<file path="src/rtl/photon_pkg.sv">
// Shared PHOTON-80/20/16 definitions: geometry, round count, sequencer
// state encoding and the constant tables also used by the round datapath.
package photon_pkg;

  localparam int D       = 5;
  localparam int CELL_W  = 4;
  localparam int STATE_W = D * D * CELL_W;
  localparam int ROUNDS  = 12;
  localparam int IDX_W   = 4;

  typedef enum logic [1:0] {
    IDLE = 2'd0,
    RUN  = 2'd1,
    DONE = 2'd2
  } fsm_t;

  // Round constants, one per round index.
  localparam logic [CELL_W-1:0] RC [ROUNDS] = '{
    4'h1, 4'h3, 4'h7, 4'hE, 4'hD, 4'hB, 4'h6, 4'hC, 4'h9, 4'h2, 4'h5, 4'hA
  };

  // Internal (per-row) constants added alongside RC.
  localparam logic [CELL_W-1:0] IC [D] = '{
    4'h0, 4'h1, 4'h3, 4'h6, 4'h4
  };

endpackage

</file>
<file path="src/rtl/photon_perm_ctrl.sv">
// Iterative PHOTON permutation sequencer: holds the state register and the
// round counter, feeds one external combinational round per clock and
// handles the producer/consumer handshakes.
module photon_perm_ctrl
  import photon_pkg::*;
#(
  parameter int STATE_W = photon_pkg::STATE_W,
  parameter int ROUNDS  = photon_pkg::ROUNDS,
  parameter int IDX_W   = photon_pkg::IDX_W
) (
  input  logic               clk,
  input  logic               rst_n,
  input  logic               in_valid,
  output logic               in_ready,
  input  logic [STATE_W-1:0] in_state,
  input  logic               abort,
  output logic [STATE_W-1:0] rnd_state_o,
  output logic [IDX_W-1:0]   rnd_idx,
  input  logic [STATE_W-1:0] rnd_state_i,
  output logic               out_valid,
  input  logic               out_ready,
  output logic [STATE_W-1:0] out_state,
  output logic               busy
);

  fsm_t               st;
  fsm_t               nxt;
  logic [STATE_W-1:0] state_q;
  logic [IDX_W-1:0]   cnt;
  logic               accept;
  logic               last_round;
  logic               kill;

  // accept only looks at the registered state, so in_ready never depends
  // on in_valid combinationally.
  assign accept     = in_valid && (st == IDLE);
  assign last_round = (cnt == IDX_W'(ROUNDS - 1));
  // abort is meaningful only once a permutation has started.
  assign kill       = abort && (st != IDLE);

  // FSM state register
  always_ff @(posedge clk or negedge rst_n) begin
    if (!rst_n) st <= IDLE;
    else        st <= nxt;
  end

  // Next-state logic; abort outranks both the round update and out_ready.
  always_comb begin
    nxt = st;
    if (kill) begin
      nxt = IDLE;
    end else begin
      case (st)
        IDLE:    if (accept) nxt = RUN;
        RUN:     if (last_round) nxt = DONE;
        DONE:    if (out_ready) nxt = IDLE;
        default: nxt = IDLE;
      endcase
    end
  end

  // Output decodes, all from the registered FSM state.
  always_comb begin
    in_ready  = (st == IDLE);
    busy      = (st == RUN);
    out_valid = (st == DONE);
  end

  // Round counter: cleared on start and abort, stops at ROUNDS-1 and
  // returns to 0 as the permutation completes.
  always_ff @(posedge clk or negedge rst_n) begin
    if (!rst_n) begin
      cnt <= '0;
    end else if (kill) begin
      cnt <= '0;
    end else if (st == IDLE) begin
      if (accept) cnt <= '0;
    end else if (st == RUN) begin
      cnt <= last_round ? '0 : cnt + 1'b1;
    end
  end

  // State register: loaded on accept, replaced by the round result in RUN,
  // otherwise held (including across abort), so rnd_state_i is ignored
  // outside RUN.
  always_ff @(posedge clk or negedge rst_n) begin
    if (!rst_n) begin
      state_q <= '0;
    end else if (!kill) begin
      if (accept)          state_q <= in_state;
      else if (st == RUN)  state_q <= rnd_state_i;
    end
  end

  assign rnd_state_o = state_q;
  assign rnd_idx     = cnt;
  assign out_state   = state_q;

endmodule
</file>
<file path="config.mk">
export PLATFORM = sky130hd
export DESIGN_NAME = photon_perm_ctrl
export DESIGN_NICKNAME = d
export VERILOG_FILES = /design/src/rtl/photon_pkg.sv /design/src/rtl/photon_perm_ctrl.sv
export SDC_FILE = /design/constraint.sdc
export NUM_CORES = 1
export LEC_CHECK = 0
export CAP_MARGIN = 20
export CORE_AREA = 8 8 155 157
export CTS_CLUSTER_DIAMETER = 30
export DETAILED_ROUTE_END_ITERATION = 8
export DIE_AREA = 0 0 163 165
export GPL_ROUTABILITY_DRIVEN = 0
export PLACE_DENSITY = 0.66
export SLEW_MARGIN = 30
export SYNTH_ARGS = -nofsm -noshare
export SYNTH_HDL_FRONTEND = slang
export SYNTH_SLANG_ARGS = --single-unit
</file>
<file path="constraint.sdc">
create_clock -name clk -period 2.25 [get_ports clk]
set_clock_uncertainty 0.2 [all_clocks]
set_input_delay 0.45 -clock clk [delete_from_list [all_inputs] [get_ports clk]]
set_output_delay 0.45 -clock clk [all_outputs]
set_load 0.005 [all_outputs]
</file>
Yosys cells after proc, flatten, opt, wreduce, memory -nomap -nowiden
Cells that the tools add are included.

Add/subtract/negate cells: 1. Equality and inequality tests: 6. Muxes and demuxes: 12. Bitwise operators: 1. Reductions and logical operators: 9.

Operator list (count): 100-bit two-way mux (2); 4-bit two-way mux (5); 3-bit by 1-bit != test with 1-bit output (second input constant) (3); 2-bit two-way mux (4); 2-bit case mux with 3 select lines (1); 4-bit by 1-bit adder with 4-bit output (second input constant) (1); 4-bit equality test (second input constant) (1); 2-bit AND reduction (2); 2-bit nonzero test (2); 3-bit AND reduction (1); 3-bit nonzero test (1); 2-bit by 1-bit equality test with 1-bit output (second input constant) (1); 2-bit equality test (second input constant) (1); 1-bit logical AND (2); 2-bit zero test (1); 1-bit NOT (1).

Register bits: 106. Output and inout port bits: 207.

Longest topological paths before layout
Depth after elaboration: 5. Mapped depth: 6.

Worst setup path before layout
OpenSTA, ideal clock, no wires.

Path type: flip-flop to flip-flop. From: register st[1]. To: register state_q[67] (netlist: out_state[67]). Library setup time: 0.125 ns. Data arrival time: 1.687 ns. Required time: 1.925 ns. Path slack: 0.238 ns. Cell stages (with the launch flop): 7. Buffers on the path: 3. Cell sequence: dfrtp_1 buf_4 nor3b_2 buf_4 buf_2 mux2_2 mux2_2.

Cells in the longest elaborated chain, start to end: 4.

RTL lines: start: declaration (line photon_perm_ctrl.sv:26) `fsm_t st;`; start signal: assignment (line photon_perm_ctrl.sv:44) `else st <= nxt;`; 2-bit zero test or 2-bit nonzero test (tied branches) (line photon_perm_ctrl.sv:36, photon_perm_ctrl.sv:39); 1-bit logical AND (on tied branches) (line photon_perm_ctrl.sv:36, photon_perm_ctrl.sv:39); 2-bit nonzero test (no source line) or 1-bit NOT (tied branches); 2-bit AND reduction (no source line); end signal: assignment (line photon_perm_ctrl.sv:90) `if (accept) state_q <= in_state;`; end signal: assignment (line photon_perm_ctrl.sv:91) `else if (st == RUN) state_q <= rnd_state_i;`; end: declaration (line photon_perm_ctrl.sv:28) `logic [STATE_W-1:0] state_q;`.

Parallel ways exist; a longest one is shown, timed or not. A chain may end at the register's enable or synchronous reset.

Worst setup path in the final report
From: input port in_valid. To: register state_q[47] (netlist: out_state[47]).

Cells in the longest elaborated chain, start to end: 3.

RTL lines: start: declaration (line photon_perm_ctrl.sv:13) `input logic in_valid,`; 1-bit logical AND (*) (line photon_perm_ctrl.sv:36) `assign accept = in_valid && (st == IDLE);`; 2-bit nonzero test (no source line); 2-bit AND reduction (no source line).

Every way passes the cells marked *; elsewhere a longest branch is shown, timed or not.

==> impl_metrics.ini <==
[floorplanning]
start_util_pct = 28.12
die_h_um = 165
io-pin-count = 412
chipWidth_um = 163
rows = 54
core-area_mm2 = 0.02149
die-area_mm2 = 0.02690

[critical_path]
r2r-end = out_state[47]
endpoint = out_state[47]
end_kind = flop
rrSetupSlack_ns = 0.14
startpoint = in_valid
cp.required_ns = 2.28
reg2reg_depth = 6
worstSetupPathType = in -> reg
r2r_start = st[0]
cp.arrival_ns = 2.17
startpoint_type = input port
cp_max_fo = 19

[cts]
h-tree-depth = 3
clk_pin_slew_worst_paths_ns = 0.07
clkLatencyLatePin_ns = 0.34
cts_buffer_depth = 2
cts_tree = yes
clock-root-buffer = clkbuf_16
cts_sinks = 106
cts_buffers = 9

[placement]
dp_hpwl_um = 17350
numPortBuffers = 411
place_ws_ns = -0.2524

[sta]
slew_headroom_pct = 72.85
worst_pin_slew_ns = 0.4072
slew_viol_final = 0
rsz0062_at_grt = false
setup_violations = 0
period_needed_ns = 2.139
min_period_over_period_pct = 95.08
finalSetupTns_ns = 0
max_freq_ghz = 0.4675
fin_ws_ns = 0.1108
report.final.hold_viol_count = 0

[run]
max_cap_viol_count = 0

[finish]
num_antenna_cells = 0
final_cell_mix = clkdlybuf4s50_1 (407), mux2_2 (194), dfrtp_1 (105), buf_4 (32), clkbuf_16 (9)
drive_above_1_share_pct = 31.23
nNetsFinal = 1008
final_common_cell = clkdlybuf4s50_1
area_growth_pct = 69.78
nFillCells = 2004

[outcome]
status = complete, no violations

[global_route]
grt-ovfl-total = 0
grt_pass1_wl_um = 30820
grt_antenna_before_repair = 0
grt_max_degree = 40
grt_pass1_vias = 5238
grtUsageTotal_pct = 14.77

[pwr]
leakagePower_nw = 4.050
p_int_w = 0.009032
swShare_pct = 30.27
peakVddDrop_mv = 0.6561
p_per_area_mw_per_mm2 = 1263
power_frac_clock_pct = 12.1
power_switching_w = 0.003921
combPwrFrac_pct = 58.6
pwr-share-seq_pct = 29.2

[hold_path]
worstHoldPathType = reg -> reg
hp-start = out_state[12]

[logic_synthesis]
avgSynthCellArea_um2 = 12.99
synthCells = 465
synth_seq_area_share_pct = 43.91
synth.distinct_cells = 29
synth_area_mm2 = 0.006041
synth-seq-cells = 106
synthesis.nets = 671
ys_warn_count = 0

[routing]
drc = 0
num_vias = 4725
antenna_left = 0
drtPass1Iterations = 4
wl_per_cell_um = 19.50
avgViaCountPerCell = 4.347
wl_um = 21200
drt_iter0_drc = 140
## layer usage
layer / global-route usage, % / part of all wire, % / up-vias
met4: 3.878 / 1.1 / 0
met3: 5.035 / 8.9 / 11
met1: 16.47 / 39 / 2289
li1: - / - / 2191
met2: 26.44 / 51 / 234
met5: 0 / 0 / -
## cell type report
class                      count  area [µm²]  share of cell area (%)
timing repair buffer         449        4474                   43.63
sequential                   106        2654                   25.88
multi-input combinational    233        2476                   24.14
tap                          280       350.3                   3.416
clock buffer                  12       256.5                   2.501
clock inverter                 4       33.78                  0.3294
inverter                       3       11.26                  0.1098
## cells in the mapped netlist
master	instances	area, µm²
nand4b_1	2	17.52
nand3b_1	1	7.510
o31ai_1	1	7.510
buf_4	109	818.3
o21ba_2	1	10.01
mux2i_1	2	20.02
a211oi_4	1	20.02
buf_2	11	55.05
mux2_1	2	22.52
nand2b_1	3	18.77
buf_6	3	33.78
mux2_2	194	2185
nand3_1	1	5.000
o21ai_0	6	30.03
a21bo_2	1	10.01
nor2_1	2	7.510
ha_1	1	12.51
dfrtp_1	106	2653
nor3_1	1	5.000
nor3b_1	2	15.01
a211oi_1	1	7.510
o22ai_1	1	6.260
inv_1	3	11.26
a311oi_1	1	8.760
nand2_1	3	11.26
nor2b_1	3	18.77
or3_1	1	6.260
nor3b_2	1	12.51
a21oi_1	1	5.000
## power by group through the flow
stage | sequential, W | clock [W] | combinational (W)
4_1_cts | 0.00383 | 0.00165 | 0.00775
3_3_place_gp | 0.00385 | 0 | 0.00765
5_1_grt | 0.00394 | 0.00171 | 0.00808
6_report | 0.00379 | 0.00157 | 0.00759
2_1_floorplan | 0.00363 | 0 | 0.00394
3_5_place_dp | 0.00385 | 0 | 0.00770
## cells by family after synthesis
group	count (synthesis)	share of synthesized area [%]
compound gates	14	1.740
flops	106	43.91
fa+ha+maj	1	0.2071
simple gates	20	2.071
mux	198	36.87
buf+inv	126	15.20
## how the worst min path moves through the flow
stage | endpoint | depth (start not counted)
after floorplan | out_state[0] | 0
after global placement | out_state[68] | 1
after detailed placement | out_state[68] | 1
after CTS | out_state[12] | 1
after global routing | out_state[84] | 1
final | out_state[12] | 1
## repair_timing
item | CTS | global route
hold endpoints to repair | 24 | 0
buffers inserted | 1 | 0
pin swaps | 0 | 0
hold buffers | 1 | 0
endpoints found under the setup margin | 3 | 1
resized for setup | 3 | 1
## sequential cells by signal (all words and copies together), names as in the netlist
| register | cells |
|---|---|
| st | 2 |
| rnd_idx | 4 |
| out_state | 100 |
## critical path, stage by stage
cell and delay [ns]:
clkdlybuf4s50_1 0.48, nor3b_4 0.21, buf_4 0.22, buf_12 0.18
mux2_2 0.35, mux2_2 0.26
## through the flow
step                      instance area, µm²  cells  utilization [%]  hold WS, ns  total power, W
after detailed placement                9947   1069            46.30       0.2133         0.01155
after CTS                              10250   1087            47.72       0.3425         0.01323
final                                  10260   1087            47.73       0.3346         0.01295
after floorplan                         6041    465                -     -0.04559        0.007574
after global routing                   10260   1087            47.73       0.3539         0.01373
after global placement                  9947   1069            46.30       0.2148         0.01150
(Power assumes the default switching activity.)
